$ cat src/rtl/hazard_stall_controller_if.sv
// Bundle between the decode/execute stages and the hazard stall controller.
// The pipeline side drives the hazard sources; the controller drives the front-end enables.
interface hazard_stall_controller_if #(
  parameter int CNT_W = 16
);
  logic [3:0]       id_rn;
  logic [3:0]       id_rm;
  logic [3:0]       id_rd;
  logic             id_use_rn;
  logic             id_use_rm;
  logic             id_use_rd;
  logic [3:0]       ex_rd;
  logic             ex_rf_enable;
  logic             ex_load;
  logic             branch_taken;
  logic             mem_busy;
  logic             nop_signal;
  logic             pc_le;
  logic             ifid_le;
  logic             ifid_flush;
  logic [CNT_W-1:0] stall_count;

  modport master (
    output id_rn, id_rm, id_rd, id_use_rn, id_use_rm, id_use_rd,
    output ex_rd, ex_rf_enable, ex_load, branch_taken, mem_busy,
    input  nop_signal, pc_le, ifid_le, ifid_flush, stall_count
  );

  modport slave (
    input  id_rn, id_rm, id_rd, id_use_rn, id_use_rm, id_use_rd,
    input  ex_rd, ex_rf_enable, ex_load, branch_taken, mem_busy,
    output nop_signal, pc_le, ifid_le, ifid_flush, stall_count
  );
endinterface

$ cat src/rtl/hazard_stall_controller.sv
// Load-use / memory-busy stall sequencer and IF/ID flush control for the pipeline front end.
// Outputs react in the same cycle a hazard reaches ID; a saturating counter tallies bubbles.
module hazard_stall_controller #(
  parameter int LOAD_LATENCY = 1,
  parameter int CNT_W        = 16
) (
  input  logic                      clk,
  input  logic                      reset,
  hazard_stall_controller_if.slave  bus
);

  typedef enum logic [1:0] {
    RUN        = 2'd0,
    LOAD_STALL = 2'd1,
    MEM_WAIT   = 2'd2
  } state_t;

  localparam logic [3:0] LAT_M1 = 4'(LOAD_LATENCY - 1);

  state_t           state_reg, state_next;
  state_t           ret_state_reg, ret_state_next;
  logic [3:0]       cnt_reg, cnt_next;
  logic [CNT_W-1:0] stall_count_reg, stall_count_next;

  logic [3:0] src_reg [3];
  logic [2:0] src_use;
  logic [2:0] src_hit;
  logic       hazard;
  logic       stall;
  logic       flush;

  assign src_reg[0] = bus.id_rn;
  assign src_reg[1] = bus.id_rm;
  assign src_reg[2] = bus.id_rd;
  assign src_use    = {bus.id_use_rd, bus.id_use_rm, bus.id_use_rn};

  // r15 reads the PC, never a loaded value, so it is excluded operand by operand.
  for (genvar gi = 0; gi < 3; gi++) begin : g_opnd
    assign src_hit[gi] = src_use[gi] && (src_reg[gi] != 4'hF) && (src_reg[gi] == bus.ex_rd);
  end

  assign hazard = bus.ex_load && bus.ex_rf_enable && (|src_hit);

  always_comb begin
    state_next     = state_reg;
    ret_state_next = ret_state_reg;
    cnt_next       = cnt_reg;
    stall          = 1'b0;
    flush          = 1'b0;
    case (state_reg)
      RUN: begin
        if (bus.mem_busy) begin
          stall          = 1'b1;
          ret_state_next = RUN;
          state_next     = MEM_WAIT;
        end else if (hazard) begin
          stall = 1'b1;
          if (LOAD_LATENCY > 1) begin
            cnt_next   = LAT_M1;
            state_next = LOAD_STALL;
          end
        end else if (bus.branch_taken) begin
          flush = 1'b1;
        end
      end
      LOAD_STALL: begin
        // The branch in ID is deliberately ignored; it re-resolves once RUN resumes.
        stall = 1'b1;
        if (bus.mem_busy) begin
          ret_state_next = LOAD_STALL;
          state_next     = MEM_WAIT;
        end else begin
          cnt_next = cnt_reg - 4'd1;
          if (cnt_reg == 4'd1) begin
            state_next = RUN;
          end
        end
      end
      MEM_WAIT: begin
        // The release cycle still bubbles; cnt is untouched so load stalls are not lost.
        stall = 1'b1;
        if (!bus.mem_busy) begin
          state_next = ret_state_reg;
        end
      end
      default: begin
        stall      = 1'b1;
        state_next = RUN;
      end
    endcase
    if (reset) begin
      stall = 1'b1;
      flush = 1'b0;
    end
  end

  always_comb begin
    stall_count_next = stall_count_reg;
    if (stall && (stall_count_reg != {CNT_W{1'b1}})) begin
      stall_count_next = stall_count_reg + 1'b1;
    end
  end

  always_ff @(posedge clk) begin
    if (reset) begin
      state_reg       <= RUN;
      ret_state_reg   <= RUN;
      cnt_reg         <= 4'd0;
      stall_count_reg <= '0;
    end else begin
      state_reg       <= state_next;
      ret_state_reg   <= ret_state_next;
      cnt_reg         <= cnt_next;
      stall_count_reg <= stall_count_next;
    end
  end

  assign bus.nop_signal  = stall;
  assign bus.pc_le       = !stall;
  assign bus.ifid_le     = !stall;
  assign bus.ifid_flush  = flush && !stall;
  assign bus.stall_count = stall_count_reg;

endmodule

$ cat src/flat_wrapper.sv
// flat-port wrapper written by rule: the top's interface ports become plain ports
module hazard_stall_controller_flat 
#(
  parameter int LOAD_LATENCY = 1,
  parameter int CNT_W        = 16
)
  (clk, reset, bus_id_rn, bus_id_rm, bus_id_rd, bus_id_use_rn, bus_id_use_rm, bus_id_use_rd, bus_ex_rd, bus_ex_rf_enable, bus_ex_load, bus_branch_taken, bus_mem_busy, bus_nop_signal, bus_pc_le, bus_ifid_le, bus_ifid_flush, bus_stall_count);
  hazard_stall_controller_if #(.CNT_W(CNT_W)) bus_i ();
  input  logic clk;
  input  logic reset;
  input wire logic [$bits(bus_i.id_rn)-1:0] bus_id_rn;
  input wire logic [$bits(bus_i.id_rm)-1:0] bus_id_rm;
  input wire logic [$bits(bus_i.id_rd)-1:0] bus_id_rd;
  input wire logic [$bits(bus_i.id_use_rn)-1:0] bus_id_use_rn;
  input wire logic [$bits(bus_i.id_use_rm)-1:0] bus_id_use_rm;
  input wire logic [$bits(bus_i.id_use_rd)-1:0] bus_id_use_rd;
  input wire logic [$bits(bus_i.ex_rd)-1:0] bus_ex_rd;
  input wire logic [$bits(bus_i.ex_rf_enable)-1:0] bus_ex_rf_enable;
  input wire logic [$bits(bus_i.ex_load)-1:0] bus_ex_load;
  input wire logic [$bits(bus_i.branch_taken)-1:0] bus_branch_taken;
  input wire logic [$bits(bus_i.mem_busy)-1:0] bus_mem_busy;
  output wire logic [$bits(bus_i.nop_signal)-1:0] bus_nop_signal;
  output wire logic [$bits(bus_i.pc_le)-1:0] bus_pc_le;
  output wire logic [$bits(bus_i.ifid_le)-1:0] bus_ifid_le;
  output wire logic [$bits(bus_i.ifid_flush)-1:0] bus_ifid_flush;
  output wire logic [$bits(bus_i.stall_count)-1:0] bus_stall_count;
  assign bus_i.id_rn = bus_id_rn;
  assign bus_i.id_rm = bus_id_rm;
  assign bus_i.id_rd = bus_id_rd;
  assign bus_i.id_use_rn = bus_id_use_rn;
  assign bus_i.id_use_rm = bus_id_use_rm;
  assign bus_i.id_use_rd = bus_id_use_rd;
  assign bus_i.ex_rd = bus_ex_rd;
  assign bus_i.ex_rf_enable = bus_ex_rf_enable;
  assign bus_i.ex_load = bus_ex_load;
  assign bus_i.branch_taken = bus_branch_taken;
  assign bus_i.mem_busy = bus_mem_busy;
  assign bus_nop_signal = bus_i.nop_signal;
  assign bus_pc_le = bus_i.pc_le;
  assign bus_ifid_le = bus_i.ifid_le;
  assign bus_ifid_flush = bus_i.ifid_flush;
  assign bus_stall_count = bus_i.stall_count;
  hazard_stall_controller #(.LOAD_LATENCY(LOAD_LATENCY), .CNT_W(CNT_W)) u_core (.clk(clk), .reset(reset), .bus(bus_i));
endmodule
$ cat config.mk
export PLATFORM = sky130hd
export DESIGN_NAME = hazard_stall_controller_flat
export DESIGN_NICKNAME = d
export VERILOG_FILES = /design/src/rtl/hazard_stall_controller_if.sv /design/src/rtl/hazard_stall_controller.sv /design/src/flat_wrapper.sv
export SDC_FILE = /design/constraint.sdc
export NUM_CORES = 1
export LEC_CHECK = 0
export ABC_AREA = 0
export BUFFER_PORTS_ARGS = -buffer_cell sky130_fd_sc_hd__buf_2
export CAP_MARGIN = 25
export CORE_MARGIN = 2
export CORE_UTILIZATION = 54
export CTS_CLUSTER_SIZE = 25
export DETAILED_ROUTE_END_ITERATION = 8
export PLACE_DENSITY = 0.84
export SLEW_MARGIN = 10
export SYNTH_ARGS = -nofsm -noshare
export SYNTH_HDL_FRONTEND = slang
export SYNTH_SLANG_ARGS = --single-unit
$ cat constraint.sdc
create_clock -name clk -period 2.8 [get_ports clk]
set_input_delay 0.14 -clock clk [delete_from_list [all_inputs] [get_ports clk]]
set_output_delay 0.14 -clock clk [all_outputs]
set_load 0.02 [all_outputs]
After elaboration in Yosys (flattened, before gate mapping). Cells that the tools add are included.

Register bits: 24. Latch bits: 0. Memory bits (writable): 0. Bits in read-only memories: 0. Input port bits: 25. Output and inout port bits: 20. Word-level logic and storage cells: 55. Memories: 0.

Add/sub/neg operators: 2. $mul: 0. Divide/modulo/power cells: 0. $lt $le $gt $ge: 0. Equal/unequal tests: 14. Shifts and indexed selects: 0. Multiplexer cells: 17. Bitwise gates (word level): 1. Reductions and logical operators: 17.

Operator list (number): $add A16 B1 Y16 const B (1); $ne A16 B16 Y1 const B (1); $eq A4 B4 Y1 (3); $mux W2 (6); $ne A4 B4 Y1 const B (3); $logic_and A1 B1 Y1 (10); $mux W1 (9); $ne A2 B2 Y1 const B (3); $pmux W2 S3 (1); $reduce_and A3 Y1 (2); $eq A4 B1 Y1 const B (1); $pmux W2 S2 (1); $sub A4 B1 Y4 const B (1); $ne A3 B2 Y1 const B (1); $reduce_or A3 Y1 (1); $eq A2 B1 Y1 const B (1); $eq A2 B2 Y1 const B (1); $logic_not A2 Y1 (1); $reduce_and A2 Y1 (1); $reduce_bool A2 Y1 (1); $logic_not A1 Y1 (1); $not A1 Y1 (1).

Depth between registers and ports, before layout.
Word-level depth: 11. Mapped depth: 8. Gate-level depth less buffers: 7.

Worst setup path before layout. OpenSTA, ideal clock, no wires.

Path kind: register -> register. Start: register u_core.stall_count_reg[0], in the netlist u_core.bus.stall_count[0]. End: register u_core.stall_count_reg[3], in the netlist u_core.bus.stall_count[3]. Setup time: 0.123 ns. Arrival: 1.767 ns. Data required time: 2.677 ns. Slack: 0.909 ns. Stages on the path, launching flop included: 8. Buffers on the path: 1. Clock period less this slack: 1.891 ns. Path through: dfxtp_1 ha_1 nand2_1 nor2_1 a31oi_1 buf_6 nor3b_1 mux2_1.

Longest elaborated chain between the ends: 2. Elaborated cells on any way between the ends: 3. Those cells by class: 1 x add/sub; 1 x eq/ne; 1 x reduce/logical.

Ends and longest elaborated chain: from (decl) (RTL line hazard_stall_controller.sv:23) `logic [CNT_W-1:0] stall_count_reg, stall_count_next;`; from (signal assigned) (RTL line hazard_stall_controller.sv:114) `stall_count_reg <= stall_count_next;`; branches (longest 2 deep; another with $add A16 B1 Y16).

Parallel ways; which one is timed is not known. A chain may end at the register's enable or synchronous reset.

Final worst setup path.
Start: register u_core.state_reg[0]. End: register u_core.stall_count_reg[11], in the netlist u_core.bus.stall_count[11].

Longest elaborated chain between the ends: 4.

Ends and longest elaborated chain: from (decl) (RTL line hazard_stall_controller.sv:20) `state_t state_reg, state_next;`; from (signal assigned) (RTL line hazard_stall_controller.sv:111) `state_reg <= state_next;`; $logic_not A2 Y1 (RTL line hazard_stall_controller.sv:50) `case (state_reg)`; $mux W1 (RTL line hazard_stall_controller.sv:50); $mux W1 (RTL line hazard_stall_controller.sv:91) `if (reset) begin`; $logic_and A1 B1 Y1 (RTL line hazard_stall_controller.sv:99) `if (stall && (stall_count_reg != {CNT_W{1'b1}})) begin`.

No other way between the ends.

==> flow_metrics.tcl <==
set metrics [dict create \
    netlist_area_mm2 0.001378 \
    areaGrowthSynthToFinish_pct 18.44 \
    antenna_found_initial 0 \
    vias 1350 \
    via_per_inst 5.533 \
    synth_nets 199 \
    worst_skew_pair.late_latency_ps 310 \
    clockRootBuffer "clkbuf_4" \
    end_kind "flip-flop" \
    yosys_most_used_dff "dfxtp_1" \
    num_antenna_cells 0 \
    power_switching_mw 0.1614 \
    placed_cells 240 \
    clock-sinks 23 \
    wl_per_cell_um 12.45 \
    synth_edf_count 0 \
    coreArea_mm2 0.002455 \
    synthCells 171 \
    fin_util_pct 66.46 \
    numCtsBuffers 3 \
    slowest_delay_ps 570 \
    cts-resized-gates 0 \
    critPathArrivalTime_ps 2200 \
    seqPwrFrac_pct 57.0 \
    status "finished, final reports clean" \
    post-synth-top-area-fraction_pct 33.42 \
    nNetsFinal 243 \
    overflow 0 \
    grt_pass1_vias 1191 \
    rsz0062_at_grt "no" \
    drtAntennaViolNets 0 \
    clk_path_buf_depth 2 \
    gp_congestion 0.8486 \
    critPathTopFamily "simple AND/OR/NAND/NOR gates" \
    largest_reg_flops 16 \
    worstPathMaxFanout 18 \
    path_class "reg -> reg" \
    ys_ff_latch 23 \
    internal_power_mw 0.4360 \
    hold_viol_final 0 \
    rows 18 \
    grt_max_degree 30 \
    max_freq_ghz 0.5038 \
    cts_setup_buffers 0 \
    combPwrFrac_pct 17.5 \
    fill_cells 203 \
    startpoint_type "flip-flop" \
    power_density_mw_per_mm2 366.2 \
    hp-class "in -> reg" \
    portBuffers 44 \
    io_pins 45 \
    dieArea_mm2 0.002971 \
    grt_util_all_layers_pct 22.40 \
    finalCritPeriodShare_pct 70.89 \
    dp_hpwl_um 2364 \
    drt_pass1_iterations 4 \
    hold_buffers 0 \
    setup_viol 0 \
    maxCapViolations 0 \
    worst_clock_skew_ps 7.990 \
    yosysWarnings 0 \
    clkPwrFrac_pct 25.5 \
    postSynthAreaPerCell_um2 8.056 \
    clkTransAtPathRegs_ps 110 \
    synth.top_cells.by_count "dfxtp_1 (23), nor2_1 (16), a21oi_1 (13)" \
    synth.yosys.seq_area_share_pct 33.42 \
    layout-drive-gt1-share_pct 26.64 \
    path_cells "or4_4 -> nor3_4 -> buf_4 -> nor4_1 -> o21ba_2" \
    drc 0 \
    drtIter0Drc 11 \
    fin_crit_ps 1985 \
    drv_slew 0 \
    sw_frac_of_total_pct 27.02 \
    vdd_drop_max_uv 316.7 \
    grt_first_pass_wirelength_um 4843 \
    synth_cell_types 41 \
    synth_area_leaders "dfxtp_1 (33%), xnor2_1 (6.4%), a21oi_1 (4.7%)" \
    slowest_stage "or4_4" \
    yosysTopAreaCell "dfxtp_1" \
    crit_buf_inv 1 \
    synthArstFlopShare_pct 0 \
    die_h_um 54.51 \
    p_leak_nw 0.6616 \
    crit_required_ps 3010 \
    setup-tns-final_ps 0 \
    wl_um 3039 \
    relSlewSlack_pct 69.27 \
    stdcell_count 244 \
    yosysMostFrequentCell "dfxtp_1" \
    max_slew.worst_pin.slew_ps 460.9 \
    initial_utilization_pct 56.12 \
    cts_tree "yes" \
    die_w_um 54.51 \
    htreeDepth 1 \
]
==> kinds of logic (layout without fill, tap and decap cells) <==
group / after synthesis / count (layout) / synth area share, %
xor+xnor: 12 / 12 / 7.629
fa+ha+maj: 3 / 3 / 2.725
mux: 4 / 4 / 3.179
simple gates: 78 / 78 / 31.34
flops: 23 / 23 / 33.42
compound gates: 37 / 37 / 16.53
buf+inv: 14 / 57 / 5.177
==> worst reg2reg max path, stage by stage, from the launching register on <==
cell     delay, ps
dfxtp_1        350
or4_4          580
nor3_4         410
buf_4          290
nor4_1          80
o21ba_2        190
==> layout make-up <==
type	instances	area, µm²	area share [%]
sequential	23	460.4	28.22
timing repair buffer	46	235.2	14.42
tap	30	37.54	2.301
multi-input combinational	134	845.8	51.84
clock buffer	4	26.28	1.610
inverter	7	26.28	1.610
==> per-layer routing <==
| metal | track usage (%) | vias up | wire, µm |
|---|---|---|---|
| met5 | 0 | - | 0 |
| met4 | 10.00 | 0 | 51 |
| met3 | 3.005 | 4 | 195 |
| met2 | 38.96 | 41 | 1356 |
| met1 | 27.33 | 606 | 1436 |
| li1 | - | 699 | - |
==> power by group through the flow <==
stage          registers, mW  logic, mW  clock network, mW
2_1_floorplan          0.353     0.0609                  0
3_3_place_gp           0.347      0.100                  0
3_5_place_dp           0.348      0.105                  0
4_1_cts                0.340      0.105              0.155
5_1_grt                0.343      0.116              0.168
6_report               0.340      0.105              0.152
==> per-stage QoR <==
step | worst slack (ps) | total power, mW | instance area [µm²] | hold slack (ps)
2_1_floorplan | 909.3 | 0.4139 | 1378 | 219.3
3_3_place_gp | 877.8 | 0.4467 | 1605 | 365.0
3_5_place_dp | 823.6 | 0.4525 | 1605 | 369.6
4_1_cts | 814.5 | 0.6005 | 1632 | 34.55
5_1_grt | 718.0 | 0.6264 | 1632 | 41.86
6_report | 815.0 | 0.5974 | 1632 | 34.89
==> worst paths after layout <==
kind                           endpoint                    start  slack, ps  cells past startpoint
max reg2reg  u_core.bus.stall_count[11]      u_core.state_reg[0]        810                      5
min                 u_core.state_reg[0]             bus_mem_busy         30                      2
max          u_core.bus.stall_count[11]      u_core.state_reg[0]        810                      5
min reg2reg     u_core.ret_state_reg[0]  u_core.ret_state_reg[0]        490                      2
==> cells in the final DEF, fill, tap and decap left out, drive strengths merged, types with 2 or more instances in the layout <==
| cell | count |
|---|---|
| nor3 | 5 |
| o21ba | 3 |
| nand2 | 10 |
| a21oi | 14 |
| nor2b | 5 |
| dfxtp | 23 |
| clkbuf | 4 |
| o21ai | 10 |
| a31oi | 2 |
| a211oi | 2 |
| xnor2 | 10 |
| nand4 | 8 |
| or3 | 9 |
| nand2b | 4 |
| nor2 | 16 |
| mux2 | 3 |
| ha | 3 |
| inv | 7 |
| or2 | 2 |
| buf | 46 |
| o31a | 2 |
| nor4 | 3 |
| and2 | 2 |
| xor2 | 2 |
| nand3 | 10 |
No activity file was read; power rests on OpenSTA's default activity.
